`src/rtl/input_led_monitor_if.sv`:
```
// Board-input conditioner bus: raw inputs and controls in, debounced status and LED drive out.
interface input_led_monitor_if #(
  parameter int CHANNELS  = 6,
  parameter int CNT_WIDTH = 4
);
  logic [CHANNELS-1:0]  in;
  logic                 mode;
  logic                 count_clear;
  logic [CHANNELS-1:0]  stable;
  logic [CHANNELS-1:0]  rise;
  logic [CHANNELS-1:0]  led;
  logic                 any_active;
  logic [CNT_WIDTH-1:0] event_count;

  modport master (
    output in, mode, count_clear,
    input  stable, rise, led, any_active, event_count
  );

  modport slave (
    input  in, mode, count_clear,
    output stable, rise, led, any_active, event_count
  );
endinterface

```
`src/rtl/input_led_monitor.sv`:
```
// Multi-channel synchroniser/debouncer/edge detector driving board LEDs, with a
// shared wrapping counter of debounced rising edges.
module input_led_monitor #(
  parameter int CHANNELS        = 6,
  parameter int DEBOUNCE_CYCLES = 4,
  parameter int CNT_WIDTH       = 4
) (
  input logic                clk,
  input logic                reset,
  input_led_monitor_if.slave bus
);

  localparam int DW = $clog2(DEBOUNCE_CYCLES + 1);
  localparam logic [DW-1:0] DLIM = DW'(DEBOUNCE_CYCLES - 1);

  logic [CHANNELS-1:0]  sync_p0;
  logic [CHANNELS-1:0]  sync_p1;
  logic [DW-1:0]        dcnt [CHANNELS];
  logic [CHANNELS-1:0]  stable_p2;
  logic [CHANNELS-1:0]  rise_p2;
  logic [CHANNELS-1:0]  tog_p3;
  logic [CNT_WIDTH-1:0] count_p3;

  function automatic logic [CNT_WIDTH-1:0] popcount(input logic [CHANNELS-1:0] v);
    logic [CNT_WIDTH-1:0] n;
    n = '0;
    for (int i = 0; i < CHANNELS; i++) begin
      n = n + CNT_WIDTH'(v[i]);
    end
    return n;
  endfunction

  always_ff @(posedge clk) begin
    if (reset) begin
      sync_p0   <= '0;
      sync_p1   <= '0;
      stable_p2 <= '0;
      rise_p2   <= '0;
      tog_p3    <= '0;
      count_p3  <= '0;
      for (int i = 0; i < CHANNELS; i++) begin
        dcnt[i] <= '0;
      end
    end else begin
      // p0/p1: two-flop synchroniser on the raw pins
      sync_p0 <= bus.in;
      sync_p1 <= sync_p0;

      // p2: debounce; the stable level moves only after DEBOUNCE_CYCLES straight mismatches
      for (int i = 0; i < CHANNELS; i++) begin
        if (sync_p1[i] == stable_p2[i]) begin
          dcnt[i]    <= '0;
          rise_p2[i] <= 1'b0;
        end else if (dcnt[i] == DLIM) begin
          dcnt[i]      <= '0;
          stable_p2[i] <= sync_p1[i];
          rise_p2[i]   <= sync_p1[i];
        end else begin
          dcnt[i]    <= dcnt[i] + 1'b1;
          rise_p2[i] <= 1'b0;
        end
      end

      // p3: toggle state and event counter consume the rise pulses
      tog_p3 <= tog_p3 ^ rise_p2;
      if (bus.count_clear) begin
        count_p3 <= '0;
      end else begin
        count_p3 <= count_p3 + popcount(rise_p2);
      end
    end
  end

  assign bus.stable      = stable_p2;
  assign bus.rise        = rise_p2;
  assign bus.led         = bus.mode ? tog_p3 : stable_p2;
  assign bus.any_active  = |stable_p2;
  assign bus.event_count = count_p3;

endmodule

```
`src/flat_wrapper.sv`:
```
// flat-port wrapper written by rule: the top's interface ports become plain ports
module input_led_monitor_flat 
#(
  parameter int CHANNELS        = 6,
  parameter int DEBOUNCE_CYCLES = 4,
  parameter int CNT_WIDTH       = 4
)
  (clk, reset, bus_in, bus_mode, bus_count_clear, bus_stable, bus_rise, bus_led, bus_any_active, bus_event_count);
  input_led_monitor_if #(.CHANNELS(CHANNELS), .CNT_WIDTH(CNT_WIDTH)) bus_i ();
  input logic clk;
  input logic reset;
  input wire logic [$bits(bus_i.in)-1:0] bus_in;
  input wire logic [$bits(bus_i.mode)-1:0] bus_mode;
  input wire logic [$bits(bus_i.count_clear)-1:0] bus_count_clear;
  output wire logic [$bits(bus_i.stable)-1:0] bus_stable;
  output wire logic [$bits(bus_i.rise)-1:0] bus_rise;
  output wire logic [$bits(bus_i.led)-1:0] bus_led;
  output wire logic [$bits(bus_i.any_active)-1:0] bus_any_active;
  output wire logic [$bits(bus_i.event_count)-1:0] bus_event_count;
  assign bus_i.in = bus_in;
  assign bus_i.mode = bus_mode;
  assign bus_i.count_clear = bus_count_clear;
  assign bus_stable = bus_i.stable;
  assign bus_rise = bus_i.rise;
  assign bus_led = bus_i.led;
  assign bus_any_active = bus_i.any_active;
  assign bus_event_count = bus_i.event_count;
  input_led_monitor #(.CHANNELS(CHANNELS), .DEBOUNCE_CYCLES(DEBOUNCE_CYCLES), .CNT_WIDTH(CNT_WIDTH)) u_core (.clk(clk), .reset(reset), .bus(bus_i));
endmodule
```
`config.mk`:
```
export PLATFORM = sky130hd
export DESIGN_NAME = input_led_monitor_flat
export DESIGN_NICKNAME = d
export VERILOG_FILES = /design/src/rtl/input_led_monitor_if.sv /design/src/rtl/input_led_monitor.sv /design/src/flat_wrapper.sv
export SDC_FILE = /design/constraint.sdc
export NUM_CORES = 1
export LEC_CHECK = 0
export CAP_MARGIN = 25
export CORE_ASPECT_RATIO = 1.2
export CORE_MARGIN = 2
export CORE_UTILIZATION = 38
export DETAILED_ROUTE_END_ITERATION = 16
export PLACE_DENSITY = 0.69
export SETUP_SLACK_MARGIN = 0.15
export SKIP_CTS_REPAIR_TIMING = 1
export SYNTH_ARGS = -nofsm -noshare
export SYNTH_HDL_FRONTEND = slang
export SYNTH_SLANG_ARGS = --single-unit
```
`constraint.sdc`:
```
create_clock -name clk -period 2.4 [get_ports clk]
set_input_delay 0.48 -clock clk [delete_from_list [all_inputs] [get_ports clk]]
set_output_delay 0.48 -clock clk [all_outputs]
set_load 0.02 [all_outputs]
```
==> run_results.csv, run 1 <==
group,metric,value,unit
global_route,grt_max_degree,40,
routing,viasPerCell,4.28,
global_route,grtUsageTotal,0.126,
yosys,avgSynthCellArea,11.9,um^2
pwr,seqPwrFrac,0.610,
routing,drt.antenna.violating_nets,0,
finish,num_antenna_cells,0,
routing,num_vias,1429,
die,die_h,89.5,um
worst_setup_path,crit_fanout,2,
yosys,ys_ff_latch,52,
cts,cts.clk_slew.worst_paths,0.09,ns
worst_setup_path,crit_type,"reg -> reg",
pwr,comb_power_share,0.066,
worst_setup_path,worstPathCellList,"ha_4 > inv_2 > fa_1 > fa_1 > inv_2 > ha_4 > inv_2 > fa_2 > nor3_2",
place,io_buffers,32,
finish,area_growth_syn_to_layout,30.1,%
yosys,ys_types,25,
yosys,syn_inst,194,
pwr,powerDensity,515,mW/mm^2
timing,finalSetupViolCount,2,
pwr,vdd_ir_drop_max,0.316,mV
pwr,sw_frac_of_total,0.215,
pwr,pwr-share-clk,0.325,
finish,finalNetCount,283,
worst_setup_path,path_common_cell,"inv_2",
cts,cts_max_path_buffers,2,
worst_setup_path,crit_path_end_kind,"flip-flop",
timing,min_period,2.46,ns
yosys,netlist_area,0.00231,mm^2
die,coreArea,0.00597,mm^2
pwr,leakagePower,1.32,nW
die,num_io_pins,33,
cts,clk_latency,0.30,ns
timing,holdWs,0.442,ns
timing,post-route-period-util,1.02,
place,place_area,0.00287,mm^2
worst_setup_path,worstSetupStartpointType,"flip-flop",
global_route,grt_overflow_total,0,
worst_setup_path,crit_arrival,2.66,ns
cts,cts_tree,"built",
routing,drt_iter0_drc,50,
yosys,yosys_warnings,0,
finish,final_cell_mix,"dfxtp_1 (32), clkdlybuf4s50_1 (26), inv_1 (19)",
pwr,intPower,0.00122,W
worst_setup_path,cpPeakStageDelay,0.52,ns
timing,grt_setup_unrepaired,"true",
global_route,antenna_found_initial,0,
die,dieArea,0.00673,mm^2
job,max-cap-violations,0,
finish,final_common_cell,"dfxtp_1",
die,rows,31,
run_status,violations,"negative setup slack",
place,pre_cts_slack,-0.101,ns
routing,finalWirelength,3670,um
global_route,grt_pass1_wl,6360,um
cts,clock-root-buffer,"clkbuf_8",
timing,max_freq,407,MHz
timing,worst_slack,-0.0566,ns
place,dp_hpwl,2700,um
routing,drc,0,
worst_setup_path,critPathSlowestCell,"fa_2",
routing,dr.pass1.iters,4,
worst_setup_path,required,2.60,ns
timing,slew_violations,0,
die,start_util,0.388,
min_path,hold_path_class,"reg -> reg",
routing,drt-wirelength-per-cell,11.0,um
timing,finClkSkew,0.00502,ns
place,dp_cells,325,
yosys,ys_seq_area_frac,0.528,
finish,layout-drive-gt1-share,0.242,
die,die_width,75.2,um
finish,nFillCells,581,
cts,cts_made_buffers,5,
place,gp_congestion,0.745,
pwr,power.switching,0.000333,W
finish,instances_no_fill,334,
finish,post-route-util,0.504,
run_status,status,"finished with violations",
finish,fin_area,0.00301,mm^2
timing,finalHoldViolCount,0,
cts,cts_sinks,52,
global_route,grt_pass1_vias,1442,
cts,htree_levels,2,
-- logic make-up after synthesis --
| kind of cell | count (synthesis) | share of synthesized area |
|---|---|---|
| XOR/XNOR | 14 | 0.0530 |
| adder cells (fa/ha/maj) | 22 | 0.129 |
| multiplexers | 12 | 0.0551 |
| AO/OA/AOI/OAI | 3 | 0.00757 |
| AND/OR/NAND/NOR | 63 | 0.182 |
| flip-flops | 52 | 0.528 |
| buffers and inverters | 27 | 0.0449 |
| other | 1 | 0.00162 |
-- through the flow --
stage	power (W)	setup TNS (ns)
after floorplan	0.00103	-0.140
after global placement	0.00107	-0.545
after detailed placement	0.00107	-0.695
after CTS	0.00157	-0.762
after global routing	0.00163	-0.308
final	0.00155	-0.104
-- layer usage --
metal  up-vias  part of all wire  track usage
met5         -                 0            0
met4         0             0.019       0.0526
met3         5             0.038       0.0338
met2        24              0.49        0.211
met1       669              0.45        0.153
li1        731                 -            -
-- path summary, 6_finish.rpt --
kind	startpoint	end	slack [ns]	cells past startpoint
worst min register to register	u_core.sync_p0[1]	u_core.sync_p1[1]	0.44	1
worst min-delay path	u_core.sync_p0[1]	u_core.sync_p1[1]	0.44	1
worst max-delay path	u_core.bus.rise[1]	u_core.bus.event_count[1]	-0.06	9
worst max register to register	u_core.bus.rise[1]	u_core.bus.event_count[1]	-0.06	9
-- area by class of cell --
| cell class | count | area [um^2] | share of cell area |
|---|---|---|---|
| flip-flops and latches | 52 | 1230 | 0.408 |
| multi-input cells | 132 | 1100 | 0.364 |
| repair buffers | 38 | 409 | 0.136 |
| well taps | 82 | 103 | 0.0341 |
| clock buffers | 6 | 82.6 | 0.0274 |
| inverters | 22 | 82.6 | 0.0274 |
| clock inverters | 2 | 10.0 | 0.00332 |
-- power by group through the flow --
stage                     sequential (W)  clock (W)  combinational, W
after floorplan                 0.000964          0         0.0000639
after global placement          0.000965          0          0.000100
after detailed placement        0.000966          0          0.000102
after CTS                       0.000946   0.000527          0.000102
after global routing            0.000949   0.000563          0.000115
final                           0.000945   0.000503          0.000102
-- synth_stat cells --
| cell type | count | share of area |
|---|---|---|
| dfxtp_1 | 34 | 0.29 |
| inv_1 | 22 | 0.036 |
| ha_1 | 19 | 0.10 |
| edfxtp_1 | 18 | 0.23 |
| nor2_2 | 18 | 0.049 |
| nor2_1 | 14 | 0.023 |
| nor2b_1 | 12 | 0.032 |
| xnor2_1 | 12 | 0.045 |
| and4bb_2 | 6 | 0.032 |
| mux2_2 | 6 | 0.029 |
| mux2i_1 | 6 | 0.026 |
| or3_4 | 6 | 0.029 |
| clkbuf_1 | 3 | 0.0049 |
| fa_1 | 3 | 0.026 |
| a21oi_1 | 2 | 0.0043 |
| buf_2 | 2 | 0.0043 |
| nor3_1 | 2 | 0.0043 |
| xor2_1 | 2 | 0.0076 |
| and2_1 | 1 | 0.0027 |
| and3_1 | 1 | 0.0027 |
| conb_1 | 1 | 0.0016 |
| nand2_1 | 1 | 0.0016 |
| nand3_1 | 1 | 0.0022 |
| nor4_1 | 1 | 0.0027 |
| o21a_1 | 1 | 0.0032 |
-- flip-flops by register name, indices dropped and copies added, names as in the netlist --
signal and flops:
u_core.bus.rise 6, u_core.bus.event_count 4, u_core.sync_p1 6, u_core.sync_p0 6, u_core.tog_p3 6, u_core.bus.stable 6
u_core.dcnt 18
-- critical path: cells and delay by family (launching register included) --
family | cells | cell delay (ns)
adders and majority gates | 5 | 1.83
buffers and inverters | 3 | 0.14
DFF | 1 | 0.36
and+or+nand+nor | 1 | 0.03
No activity file was read; power rests on OpenSTA's default activity.
==> inputs of run 2 (changes only) <==
--- a/config.mk
+++ b/config.mk
@@ -10,9 +10,11 @@
 export CORE_MARGIN = 2
 export CORE_UTILIZATION = 38
 export DETAILED_ROUTE_END_ITERATION = 16
+export GPL_ROUTABILITY_DRIVEN = 0
 export PLACE_DENSITY = 0.69
 export SETUP_SLACK_MARGIN = 0.15
 export SKIP_CTS_REPAIR_TIMING = 1
+export SLEW_MARGIN = 20
 export SYNTH_ARGS = -nofsm -noshare
 export SYNTH_HDL_FRONTEND = slang
 export SYNTH_SLANG_ARGS = --single-unit
==> results of run 2 <==
The final DEF is identical to that of run 1; final timing and power are the same.
==> inputs of run 3 (changes only) <==
--- a/config.mk
+++ b/config.mk
@@ -7,7 +7,7 @@
 export LEC_CHECK = 0
 export CAP_MARGIN = 25
 export CORE_ASPECT_RATIO = 1.2
-export CORE_MARGIN = 2
+export CORE_MARGIN = 4
 export CORE_UTILIZATION = 38
 export DETAILED_ROUTE_END_ITERATION = 16
 export GPL_ROUTABILITY_DRIVEN = 0
==> run 3 against run 2 <==
Net effect:
- the run still ends with negative setup slack left
- combinational power about the same
- utilization grew 2.0 points
- critical path depth is 1 higher
- cell count is the same
- first-iteration DRC count is 6.0% lower
- clock-buffer cell count unchanged
- setup slack worse by 0.014 ns
- largest cell class unchanged
- routed wire length is 5.0% higher
- register-to-register slack about the same
- maximum frequency decreased by 0.57%
- total power is 7.2% higher
==> run_results.csv, run 3 (same netlist as run 1, synthesis figures left out) <==
group,metric,value,unit
run_status,status,"finished with violations",
run_status,violations,"negative setup slack",
cts,cts_max_path_buffers,2,
finish,finalNetCount,285,
cts,cts_sinks,52,
worst_setup_path,r2r_setup_slack,-0.07,ns
timing,finalSetupViolCount,2,
timing,worst_slack,-0.0706,ns
global_route,grt_pass1_wl,6760,um
worst_setup_path,cpPeakStageDelay,0.49,ns
worst_setup_path,regToRegStartpoint,"u_core.bus.rise[0]",
place,io_buffers,32,
finish,final_common_cell,"dfxtp_1",
routing,viasPerCell,4.27,
finish,multiInputGateArea,0.00109,mm^2
routing,drc,0,
place,dp_hpwl,2960,um
worst_setup_path,startpoint,"u_core.bus.rise[0]",
worst_setup_path,worstSetupStartpointType,"flip-flop",
routing,num_vias,1426,
pwr,leakagePower,1.34,nW
timing,max_slew_margin,0.609,
global_route,grt_max_degree,16,
worst_setup_path,rr_worst_depth,10,
timing,min_period,2.47,ns
die,num_io_pins,33,
global_route,grt_overflow_total,0,
timing,finalHoldViolCount,0,
pwr,powerDensity,548,mW/mm^2
pwr,vdd_ir_drop_max,0.318,mV
finish,seq_area,0.00123,mm^2
routing,drt-wirelength-per-cell,11.5,um
cts,clock-root-buffer,"clkbuf_8",
min_path,hold_path_class,"reg -> reg",
routing,dr.pass1.iters,4,
finish,layout-drive-gt1-share,0.244,
routing,finalWirelength,3850,um
die,die_width,79.2,um
place,dp_cells,326,
die,start_util,0.400,
timing,worst_pin_slew,0.585,ns
die,coreArea,0.00578,mm^2
timing,post-route-period-util,1.03,
worst_setup_path,worstPathCellList,"ha_4 > inv_2 > fa_1 > fa_2 > inv_2 > ha_4 > inv_2 > fa_2 > xor2_1 > nor3_1",
cts,cts.clk_slew.worst_paths,0.09,ns
min_path,hold_path_startpoint,"u_core.sync_p0[1]",
global_route,antenna_found_initial,0,
global_route,grt_pass1_vias,1488,
finish,final_cell_mix,"dfxtp_1 (32), clkdlybuf4s50_1 (26), inv_1 (19)",
die,die_h,93.5,um
global_route,grtUsageTotal,0.118,
timing,finClkSkew,0.00683,ns
finish,largest_reg_flops,18,
routing,drt.antenna.violating_nets,0,
die,rows,30,
min_path,hold_path_end,"u_core.sync_p1[1]",
place,place_area,0.00288,mm^2
worst_setup_path,crit_fanout,2,
finish,instances_no_fill,334,
cts,cts_made_buffers,5,
finish,top_register,"u_core.dcnt",
timing,max_freq,405,MHz
worst_setup_path,crit_path_end_kind,"flip-flop",
cts,cts_tree,"built",
die,dieArea,0.00741,mm^2
finish,post-route-util,0.524,
finish,nFillCells,547,
place,pre_cts_slack,-0.115,ns
worst_setup_path,path_common_cell,"inv_2",
finish,fin_area,0.00303,mm^2
worst_setup_path,required,2.63,ns
timing,slew_violations,0,
cts,clk_latency,0.30,ns
timing,grt_setup_unrepaired,"true",
routing,drt_iter0_drc,47,
worst_setup_path,crit_arrival,2.70,ns
min_path,hold_depth,1,
timing,holdWs,0.447,ns
worst_setup_path,critPathTopFamily,"adder cells",
worst_setup_path,cp.buffers_inverters,3,
job,max-cap-violations,0,
worst_setup_path,crit_type,"reg -> reg",
worst_setup_path,reg2reg_to,"u_core.bus.event_count[2]",
finish,num_antenna_cells,0,
worst_setup_path,critPathSlowestCell,"fa_1",
finish,area_growth_syn_to_layout,30.9,%
cts,htree_levels,2,
[run 3: final cells by class]
| type | instances | share of cell area |
|---|---|---|
| inverter | 22 | 0.0273 |
| clock inverter | 2 | 0.0112 |
| tap | 80 | 0.0330 |
| sequential | 52 | 0.406 |
| timing repair buffer | 40 | 0.135 |
| multi-input combinational | 132 | 0.361 |
| clock buffer | 6 | 0.0273 |
[run 3: per-stage QoR]
step / TNS [ns] / power [W]
global placement: -0.579 / 0.00107
finish: -0.136 / 0.00166
CTS: -0.757 / 0.00169
floorplan: -0.140 / 0.00103
detailed placement: -0.603 / 0.00107
global route: -0.247 / 0.00174
[run 3: worst max path at each step]
| stage | end | slack, ns | depth (start not counted) |
|---|---|---|---|
| after floorplan | u_core.bus.event_count[2] | -0.07 | 10 |
| after global placement | u_core.bus.event_count[2] | -0.09 | 10 |
| after detailed placement | u_core.bus.event_count[1] | -0.12 | 9 |
| after CTS | u_core.bus.event_count[1] | -0.14 | 9 |
| after global routing | u_core.bus.event_count[2] | -0.13 | 10 |
| final | u_core.bus.event_count[2] | -0.07 | 10 |
[run 3: metal layers]
metal,track usage,vias up,wire length (um)
met5,0,-,0
li1,-,733,-
met1,0.141,662,1740
met2,0.202,27,1930
met3,0.0328,4,150
met4,0.0387,0,35
[run 3: power by group]
group	internal [W]	switching, W	total (W)
Combinational	0.0000545	0.0000509	0.000105
Clock	0.000336	0.000274	0.000610
Sequential	0.000933	0.0000125	0.000945
Total	0.00132	0.000338	0.00166
